## config.mk

```make
export PLATFORM = sky130hd
export DESIGN_NAME = line_fill_arbiter_flat
export DESIGN_NICKNAME = d
export VERILOG_FILES = /design/src/rtl/line_fill_arbiter_if.sv /design/src/rtl/line_fill_arbiter.sv /design/src/flat_wrapper.sv
export SDC_FILE = /design/constraint.sdc
export NUM_CORES = 2
export LEC_CHECK = 0
export CAP_MARGIN = 0
export CORE_AREA = 2 2 341 343
export DETAILED_ROUTE_END_ITERATION = 12
export DIE_AREA = 0 0 343 345
export PLACE_DENSITY = 0.69
export SYNTH_ARGS = -nofsm -noshare
export SYNTH_HDL_FRONTEND = slang
export SYNTH_SLANG_ARGS = --single-unit
```

## constraint.sdc

```tcl
create_clock -name clk -period 42.5 [get_ports clk]
set_clock_uncertainty 0.2 [all_clocks]
set_input_delay 4.25 -clock clk [delete_from_list [all_inputs] [get_ports clk]]
set_output_delay 4.25 -clock clk [all_outputs]
set_load 0.02 [all_outputs]
```

## src/rtl/line_fill_arbiter_if.sv

```systemverilog
// Request/fill and Sysbus read signals of the line-fill engine.
// The engine uses the slave modport; clients and the bus model use master.
interface line_fill_arbiter_if #(
  parameter int NUM_PORTS      = 2,
  parameter int LINE_BEATS     = 8,
  parameter int BUS_DATA_WIDTH = 64,
  parameter int BUS_TAG_WIDTH  = 13,
  parameter int ADDR_WIDTH     = 64
);
  localparam int LINE_BITS = LINE_BEATS * BUS_DATA_WIDTH;
  localparam int PW        = (NUM_PORTS > 1) ? $clog2(NUM_PORTS) : 1;

  logic [NUM_PORTS-1:0]            req_valid;
  logic [NUM_PORTS*ADDR_WIDTH-1:0] req_addr;
  logic [NUM_PORTS-1:0]            req_ready;
  logic                            fill_valid;
  logic [PW-1:0]                   fill_port;
  logic [ADDR_WIDTH-1:0]           fill_addr;
  logic [LINE_BITS-1:0]            fill_data;
  logic                            busy;

  logic                            bus_reqcyc;
  logic [BUS_DATA_WIDTH-1:0]       bus_req;
  logic [BUS_TAG_WIDTH-1:0]        bus_reqtag;
  logic                            bus_reqack;
  logic                            bus_respcyc;
  logic [BUS_DATA_WIDTH-1:0]       bus_resp;
  logic [BUS_TAG_WIDTH-1:0]        bus_resptag;
  logic                            bus_respack;

  modport slave (
    input  req_valid, req_addr, bus_reqack, bus_respcyc, bus_resp, bus_resptag,
    output req_ready, fill_valid, fill_port, fill_addr, fill_data, busy,
           bus_reqcyc, bus_req, bus_reqtag, bus_respack
  );

  modport master (
    output req_valid, req_addr, bus_reqack, bus_respcyc, bus_resp, bus_resptag,
    input  req_ready, fill_valid, fill_port, fill_addr, fill_data, busy,
           bus_reqcyc, bus_req, bus_reqtag, bus_respack
  );
endinterface

```

## src/rtl/line_fill_arbiter.sv

```systemverilog
// Round-robin line-fill engine: grants one client, issues an aligned line read,
// gathers LINE_BEATS response beats and returns the line with a one-cycle pulse.
module line_fill_arbiter #(
  parameter int NUM_PORTS      = 2,
  parameter int LINE_BEATS     = 8,
  parameter int BUS_DATA_WIDTH = 64,
  parameter int BUS_TAG_WIDTH  = 13,
  parameter int ADDR_WIDTH     = 64,
  parameter logic [BUS_TAG_WIDTH-1:0] READ_TAG = 13'h1100
) (
  input  logic               clk,
  input  logic               reset,
  line_fill_arbiter_if.slave lf
);
  localparam int LINE_BITS = LINE_BEATS * BUS_DATA_WIDTH;
  localparam int OFS       = $clog2(LINE_BEATS * BUS_DATA_WIDTH / 8);
  localparam int PW        = (NUM_PORTS > 1) ? $clog2(NUM_PORTS) : 1;
  localparam int CW        = $clog2(LINE_BEATS);
  localparam logic [ADDR_WIDTH-1:0] LOW_MASK = (ADDR_WIDTH'(1) << OFS) - ADDR_WIDTH'(1);

  typedef enum logic [1:0] {IDLE, REQ, RESP, DONE} state_t;

  state_t                    state;
  logic [PW-1:0]             ptr, port_q;
  logic [ADDR_WIDTH-1:0]     addr_q;
  logic [CW-1:0]             cnt;
  logic [LINE_BITS-1:0]      line, line_nxt;

  logic                      fill_valid_q, busy_q, reqcyc_q;
  logic [PW-1:0]             fill_port_q;
  logic [ADDR_WIDTH-1:0]     fill_addr_q;
  logic [LINE_BITS-1:0]      fill_data_q;
  logic [BUS_DATA_WIDTH-1:0] req_q;
  logic [BUS_TAG_WIDTH-1:0]  reqtag_q;

  logic                      any_req;
  logic [PW-1:0]             gnt, gnt_nxt;
  logic [ADDR_WIDTH-1:0]     gnt_addr;
  int                        j;

  // Scan downwards so the port closest to ptr (cyclically) wins.
  always_comb begin
    any_req = 1'b0;
    gnt     = '0;
    j       = 0;
    for (int k = NUM_PORTS - 1; k >= 0; k--) begin
      j = int'(ptr) + k;
      if (j >= NUM_PORTS) j = j - NUM_PORTS;
      if (lf.req_valid[j]) begin
        any_req = 1'b1;
        gnt     = PW'(j);
      end
    end
  end

  assign gnt_nxt  = (int'(gnt) == NUM_PORTS - 1) ? '0 : gnt + PW'(1);
  assign gnt_addr = lf.req_addr[gnt*ADDR_WIDTH +: ADDR_WIDTH] & ~LOW_MASK;

  always_comb begin
    line_nxt = line;
    line_nxt[cnt*BUS_DATA_WIDTH +: BUS_DATA_WIDTH] = lf.bus_resp;
  end

  // Grant is combinational so a client sees acceptance in its request cycle.
  assign lf.req_ready   = (state == IDLE && !reset && any_req) ? (NUM_PORTS'(1) << gnt) : '0;
  assign lf.bus_respack = (state == RESP) && lf.bus_respcyc;
  assign lf.fill_valid  = fill_valid_q;
  assign lf.fill_port   = fill_port_q;
  assign lf.fill_addr   = fill_addr_q;
  assign lf.fill_data   = fill_data_q;
  assign lf.busy        = busy_q;
  assign lf.bus_reqcyc  = reqcyc_q;
  assign lf.bus_req     = req_q;
  assign lf.bus_reqtag  = reqtag_q;

  logic unused_tag;
  assign unused_tag = ^lf.bus_resptag;

  always_ff @(posedge clk or posedge reset) begin
    if (reset) begin
      state        <= IDLE;
      ptr          <= '0;
      port_q       <= '0;
      addr_q       <= '0;
      cnt          <= '0;
      line         <= '0;
      fill_valid_q <= 1'b0;
      fill_port_q  <= '0;
      fill_addr_q  <= '0;
      fill_data_q  <= '0;
      busy_q       <= 1'b0;
      reqcyc_q     <= 1'b0;
      req_q        <= '0;
      reqtag_q     <= '0;
    end else begin
      case (state)
        IDLE: if (any_req) begin
          port_q   <= gnt;
          addr_q   <= gnt_addr;
          ptr      <= gnt_nxt;
          reqcyc_q <= 1'b1;
          req_q    <= BUS_DATA_WIDTH'(gnt_addr);
          reqtag_q <= READ_TAG;
          busy_q   <= 1'b1;
          state    <= REQ;
        end
        REQ: if (lf.bus_reqack) begin
          reqcyc_q <= 1'b0;
          req_q    <= '0;
          reqtag_q <= '0;
          cnt      <= '0;
          state    <= RESP;
        end
        RESP: if (lf.bus_respcyc) begin
          line <= line_nxt;
          cnt  <= cnt + CW'(1);
          if (cnt == CW'(LINE_BEATS - 1)) begin
            fill_valid_q <= 1'b1;
            fill_port_q  <= port_q;
            fill_addr_q  <= addr_q;
            fill_data_q  <= line_nxt;
            state        <= DONE;
          end
        end
        DONE: begin
          fill_valid_q <= 1'b0;
          busy_q       <= 1'b0;
          state        <= IDLE;
        end
        default: state <= IDLE;
      endcase
    end
  end
endmodule

```

## src/flat_wrapper.sv

```systemverilog
// flat-port wrapper written by rule: the top's interface ports become plain ports
module line_fill_arbiter_flat 
#(
  parameter int NUM_PORTS      = 2,
  parameter int LINE_BEATS     = 8,
  parameter int BUS_DATA_WIDTH = 64,
  parameter int BUS_TAG_WIDTH  = 13,
  parameter int ADDR_WIDTH     = 64,
  parameter logic [BUS_TAG_WIDTH-1:0] READ_TAG = 13'h1100
)
  (clk, reset, lf_req_valid, lf_req_addr, lf_bus_reqack, lf_bus_respcyc, lf_bus_resp, lf_bus_resptag, lf_req_ready, lf_fill_valid, lf_fill_port, lf_fill_addr, lf_fill_data, lf_busy, lf_bus_reqcyc, lf_bus_req, lf_bus_reqtag, lf_bus_respack);
  line_fill_arbiter_if #(.NUM_PORTS(NUM_PORTS), .LINE_BEATS(LINE_BEATS), .BUS_DATA_WIDTH(BUS_DATA_WIDTH), .BUS_TAG_WIDTH(BUS_TAG_WIDTH), .ADDR_WIDTH(ADDR_WIDTH)) lf_i ();
  input  logic clk;
  input  logic reset;
  input wire logic [$bits(lf_i.req_valid)-1:0] lf_req_valid;
  input wire logic [$bits(lf_i.req_addr)-1:0] lf_req_addr;
  input wire logic [$bits(lf_i.bus_reqack)-1:0] lf_bus_reqack;
  input wire logic [$bits(lf_i.bus_respcyc)-1:0] lf_bus_respcyc;
  input wire logic [$bits(lf_i.bus_resp)-1:0] lf_bus_resp;
  input wire logic [$bits(lf_i.bus_resptag)-1:0] lf_bus_resptag;
  output wire logic [$bits(lf_i.req_ready)-1:0] lf_req_ready;
  output wire logic [$bits(lf_i.fill_valid)-1:0] lf_fill_valid;
  output wire logic [$bits(lf_i.fill_port)-1:0] lf_fill_port;
  output wire logic [$bits(lf_i.fill_addr)-1:0] lf_fill_addr;
  output wire logic [$bits(lf_i.fill_data)-1:0] lf_fill_data;
  output wire logic [$bits(lf_i.busy)-1:0] lf_busy;
  output wire logic [$bits(lf_i.bus_reqcyc)-1:0] lf_bus_reqcyc;
  output wire logic [$bits(lf_i.bus_req)-1:0] lf_bus_req;
  output wire logic [$bits(lf_i.bus_reqtag)-1:0] lf_bus_reqtag;
  output wire logic [$bits(lf_i.bus_respack)-1:0] lf_bus_respack;
  assign lf_i.req_valid = lf_req_valid;
  assign lf_i.req_addr = lf_req_addr;
  assign lf_i.bus_reqack = lf_bus_reqack;
  assign lf_i.bus_respcyc = lf_bus_respcyc;
  assign lf_i.bus_resp = lf_bus_resp;
  assign lf_i.bus_resptag = lf_bus_resptag;
  assign lf_req_ready = lf_i.req_ready;
  assign lf_fill_valid = lf_i.fill_valid;
  assign lf_fill_port = lf_i.fill_port;
  assign lf_fill_addr = lf_i.fill_addr;
  assign lf_fill_data = lf_i.fill_data;
  assign lf_busy = lf_i.busy;
  assign lf_bus_reqcyc = lf_i.bus_reqcyc;
  assign lf_bus_req = lf_i.bus_req;
  assign lf_bus_reqtag = lf_i.bus_reqtag;
  assign lf_bus_respack = lf_i.bus_respack;
  line_fill_arbiter #(.NUM_PORTS(NUM_PORTS), .LINE_BEATS(LINE_BEATS), .BUS_DATA_WIDTH(BUS_DATA_WIDTH), .BUS_TAG_WIDTH(BUS_TAG_WIDTH), .ADDR_WIDTH(ADDR_WIDTH), .READ_TAG(READ_TAG)) u_core (.clk(clk), .reset(reset), .lf(lf_i));
endmodule
```

==> flow_summary.json <==
{
  "status": "complete, no violations",
  "ir_worst_vdd_mv": 0.0496,
  "ys_dominant_reg_cell": "dfrtp_1",
  "global_route.usage.met1_pct": 35.3,
  "post_synthesis_sequential_area_ratio_pct": 59.7,
  "clk_pin_slew_ns": 0.06,
  "synth_warnings": 0,
  "place_congestion": 0.888,
  "die_height_um": 345,
  "min_path_type": "reg2reg",
  "cap_violations": 0,
  "syn-instance-count": 5045,
  "route.final.wire_length_um": 169000,
  "placement.setup.worst_slack_ns": 31.61,
  "tightest_slew_ns": 1.33,
  "final.hold.worst_slack_ns": 0.263,
  "cellLeakagePower_nw": 28.6,
  "multi_input_comb_area_sq_mm": 0.0184,
  "synth_simple_gate_area_share_pct": 12.6,
  "numPlacedInstances": 7031,
  "crit_path_start_kind": "primary input",
  "post_cts_hold_buffer_count": 0,
  "fillers": 10000,
  "timing.setup.critical_path_class": "in2out",
  "critical_path.max_fanout": 12,
  "clock_tree_from_tritoncts": "done",
  "setup-tns-final_ns": 0,
  "final_worst_path_cycle_share_pct": 25.6,
  "hold_violations": 0,
  "critPathArrivalTime_ns": 6.45,
  "drt_iter0_markers": 3545,
  "clk_lat_worst_skew_ns": 0.74,
  "fp.dieArea_sq_mm": 0.118,
  "synth_top_cells_by_area": "dfrtp_1 (60%), nand2_1 (8.5%), a21oi_1 (6.3%), o21ai_0 (5.6%), mux2_2 (4.3%)",
  "initial_core_util_pct": 44.0,
  "residual_overflow_from_global_routing": 0,
  "power.density_cell_area_mw_per_mm2": 57.8,
  "yosys.area_share.adder_pct": 0.222,
  "required_ns": 38.05,
  "drive_gt1_share_pct": 9.58,
  "finalSetupViolCount": 0,
  "clock_sinks": 1209,
  "post-route-drc-count": 0,
  "die_w_um": 343,
  "post_cts_repair_resize_count": 0,
  "synth.top_cell.area_share_pct": 59.7,
  "r2r_slack_ns": 38.15,
  "post-route-cell-area_sq_mm": 0.0637,
  "yosys_reg_bits": 1209,
  "io_buffer_count": 822,
  "vias_in_the_first_global_route": 38300,
  "firstDrtPassIters": 5,
  "vias_per_cell": 5.43,
  "synth_area_sq_mm": 0.0507,
  "maximum_number_of_pins_on_one_net_before_global_route_repair": 223,
  "synth_cell_types": 45,
  "area_growth_syn_to_layout_pct": 25.8,
  "antenna_violating_nets_post_route": 0,
  "floorplan.core_area_sq_mm": 0.115,
  "post-synth-top-area-cell": "dfrtp_1",
  "post_synthesis_compound_gate_area_fraction_pct": 13.3,
  "count_of_nets_after_finishing": 5859,
  "grt_pass1_wl_um": 250000,
  "synth_xor_area_share_pct": 0,
  "count_of_flip_flops_with_a_built_in_enable_after_synthesis": 0,
  "layout.area.seq_sq_mm": 0.0303,
  "io-pin-count": 871,
  "top_usage_layer": "met2",
  "cts.htree.levels": 4,
  "max_fclk_mhz": 91.8,
  "cts-buffers-inserted": 130,
  "setup_slack_ns": 31.60,
  "final_max_slew_viol_count": 0,
  "grtUsageTotal_pct": 28.1,
  "synth_async_sr_flop_share_pct": 100,
  "post_synth.cell_area_avg_sq_um": 10.0,
  "clock_tree.root_cell": "clkbuf_16",
  "critPathCaptureType": "primary output",
  "fin_crit_ns": 10.90,
  "worst_slew_margin_relative_to_its_limit_pct": 11.5,
  "detailedPlacementHpwl_um": 110000,
  "met3_global_route_usage_pct": 7.29,
  "post_cts_buffers": 0,
  "synth_top_family_by_area": "compound AO/OA/AOI/OAI gates",
  "via_count": 39500,
  "rsz0062_at_grt": "false",
  "clock_path_buffers": 3,
  "post_synth_mux_area_share_pct": 9.77,
  "instances_no_fill": 7262,
  "antenna_found_initial": 11,
  "routedWlPerCell_um": 23.2,
  "floorplan.rows": 125,
  "placed_cell_area_sq_mm": 0.0595,
  "grtUsageMet2_pct": 44.8
}
[layout by cell type, fill, tap and decap left out, types with 3 or more instances in the layout]
cell type           n
clkbuf_8           30
and3_4              4
buf_4              67
o2bb2ai_1          60
nand4_1             3
buf_12              5
a31oi_1             5
mux2_4             60
clkbuf_1           26
conb_1             23
nand2_4             5
o21ai_1            16
dfrtp_1          1208
a21oi_1           633
mux2_2            194
o21ai_0           564
clkdlybuf4s50_1   822
diode_2             8
nor2b_1            65
clkbuf_16         133
bufinv_16           6
nand4b_1            3
nand3_1             5
inv_1               7
mux2i_1           186
clkinv_2           14
ha_1                8
nand2_1          1142
inv_6               8
nor2_1            387
nand3_4             3
[where the power goes]
group | total [mW] | switching (mW) | internal, mW
logic | 1.02 | 0.628 | 0.393
clock network | 1.14 | 0.474 | 0.665
registers | 1.52 | 0.134 | 1.39
[kinds of logic (layout without fill, tap and decap cells)]
kind of cell / Yosys count / in the layout
other: 1 / 31
AO/OA/AOI/OAI: 1291 / 1291
buffers and inverters: 462 / 1125
AND/OR/NAND/NOR: 1633 / 1633
multiplexers: 440 / 440
flip-flops: 1209 / 1209
adder cells (fa/ha/maj): 9 / 9
[through the flow]
step	power, mW	utilization [%]
after global placement	2.53	51.7
final	3.68	55.4
after floorplan	2.13	-
after detailed placement	2.56	51.7
after CTS	3.70	55.4
after global routing	3.86	55.4
[path summary, 6_finish.rpt]
kind | start | to | cells past startpoint
worst max register to register | u_core.state[0] | u_core.lf.fill_data[455] | 7
min in group asynchronous | reset | u_core.line[12] | 2
max in group asynchronous | reset | u_core.lf.fill_data[121] | 6
worst max-delay path | lf_bus_respcyc | lf_bus_respack | 3
worst min register to register | u_core.addr_q[40] | u_core.lf.fill_addr[40] | 2
worst min-delay path | u_core.addr_q[40] | u_core.lf.fill_addr[40] | 2
[sequential cells by signal, indices dropped and copies added, names as in the netlist]
signal	cells
u_core.lf.fill_data	512
u_core.cnt	3
u_core.port_q	1
u_core.lf.busy	1
u_core.ptr	1
u_core.addr_q	58
u_core.state	2
u_core.lf.fill_addr	58
u_core.lf.bus_req	58
u_core.lf.bus_reqtag	1
u_core.lf.fill_valid	1
u_core.line	512
u_core.lf.fill_port	1
[cells in the mapped netlist, types with 3 or more instances]
cell type	n
a31oi_1	5
o2bb2ai_1	60
buf_6	12
inv_1	8
o21ai_1	17
ha_1	9
nand2b_1	3
nand2_1	1147
a21oi_1	633
clkbuf_1	192
buf_1	21
and2_1	3
mux2i_1	186
o21ai_0	564
nor2b_1	65
mux2_4	60
nand4_1	3
and3_1	4
mux2_2	194
clkbuf_2	4
dfrtp_1	1209
nand4b_1	3
nor2_1	388
nand3_1	8
buf_2	183
buf_4	41
[final cells by class]
cell class	instances	share of cell area [%]
diodes	8	0.0314
clock buffers	189	6.02
clock inverters	34	0.658
inverters	8	0.0589
multi-input cells	3396	28.9
flip-flops and latches	1209	47.5
well taps	1524	2.99
repair buffers	894	13.9
[layer usage]
| metal | routed length, um | part of all wire, % | up-vias |
|---|---|---|---|
| met3 | 14200 | 8.4 | 307 |
| li1 | - | - | 18000 |
| met2 | 80200 | 48 | 1553 |
| met4 | 8710 | 5.2 | 2 |
| met1 | 65700 | 39 | 19600 |
| met5 | 12 | 0.0071 | - |
[critical path: stages]
cell,delay (ns)
clkdlybuf4s50_1,0.72
and2_1,0.59
clkdlybuf4s50_1,0.87
(Power assumes the default switching activity.)
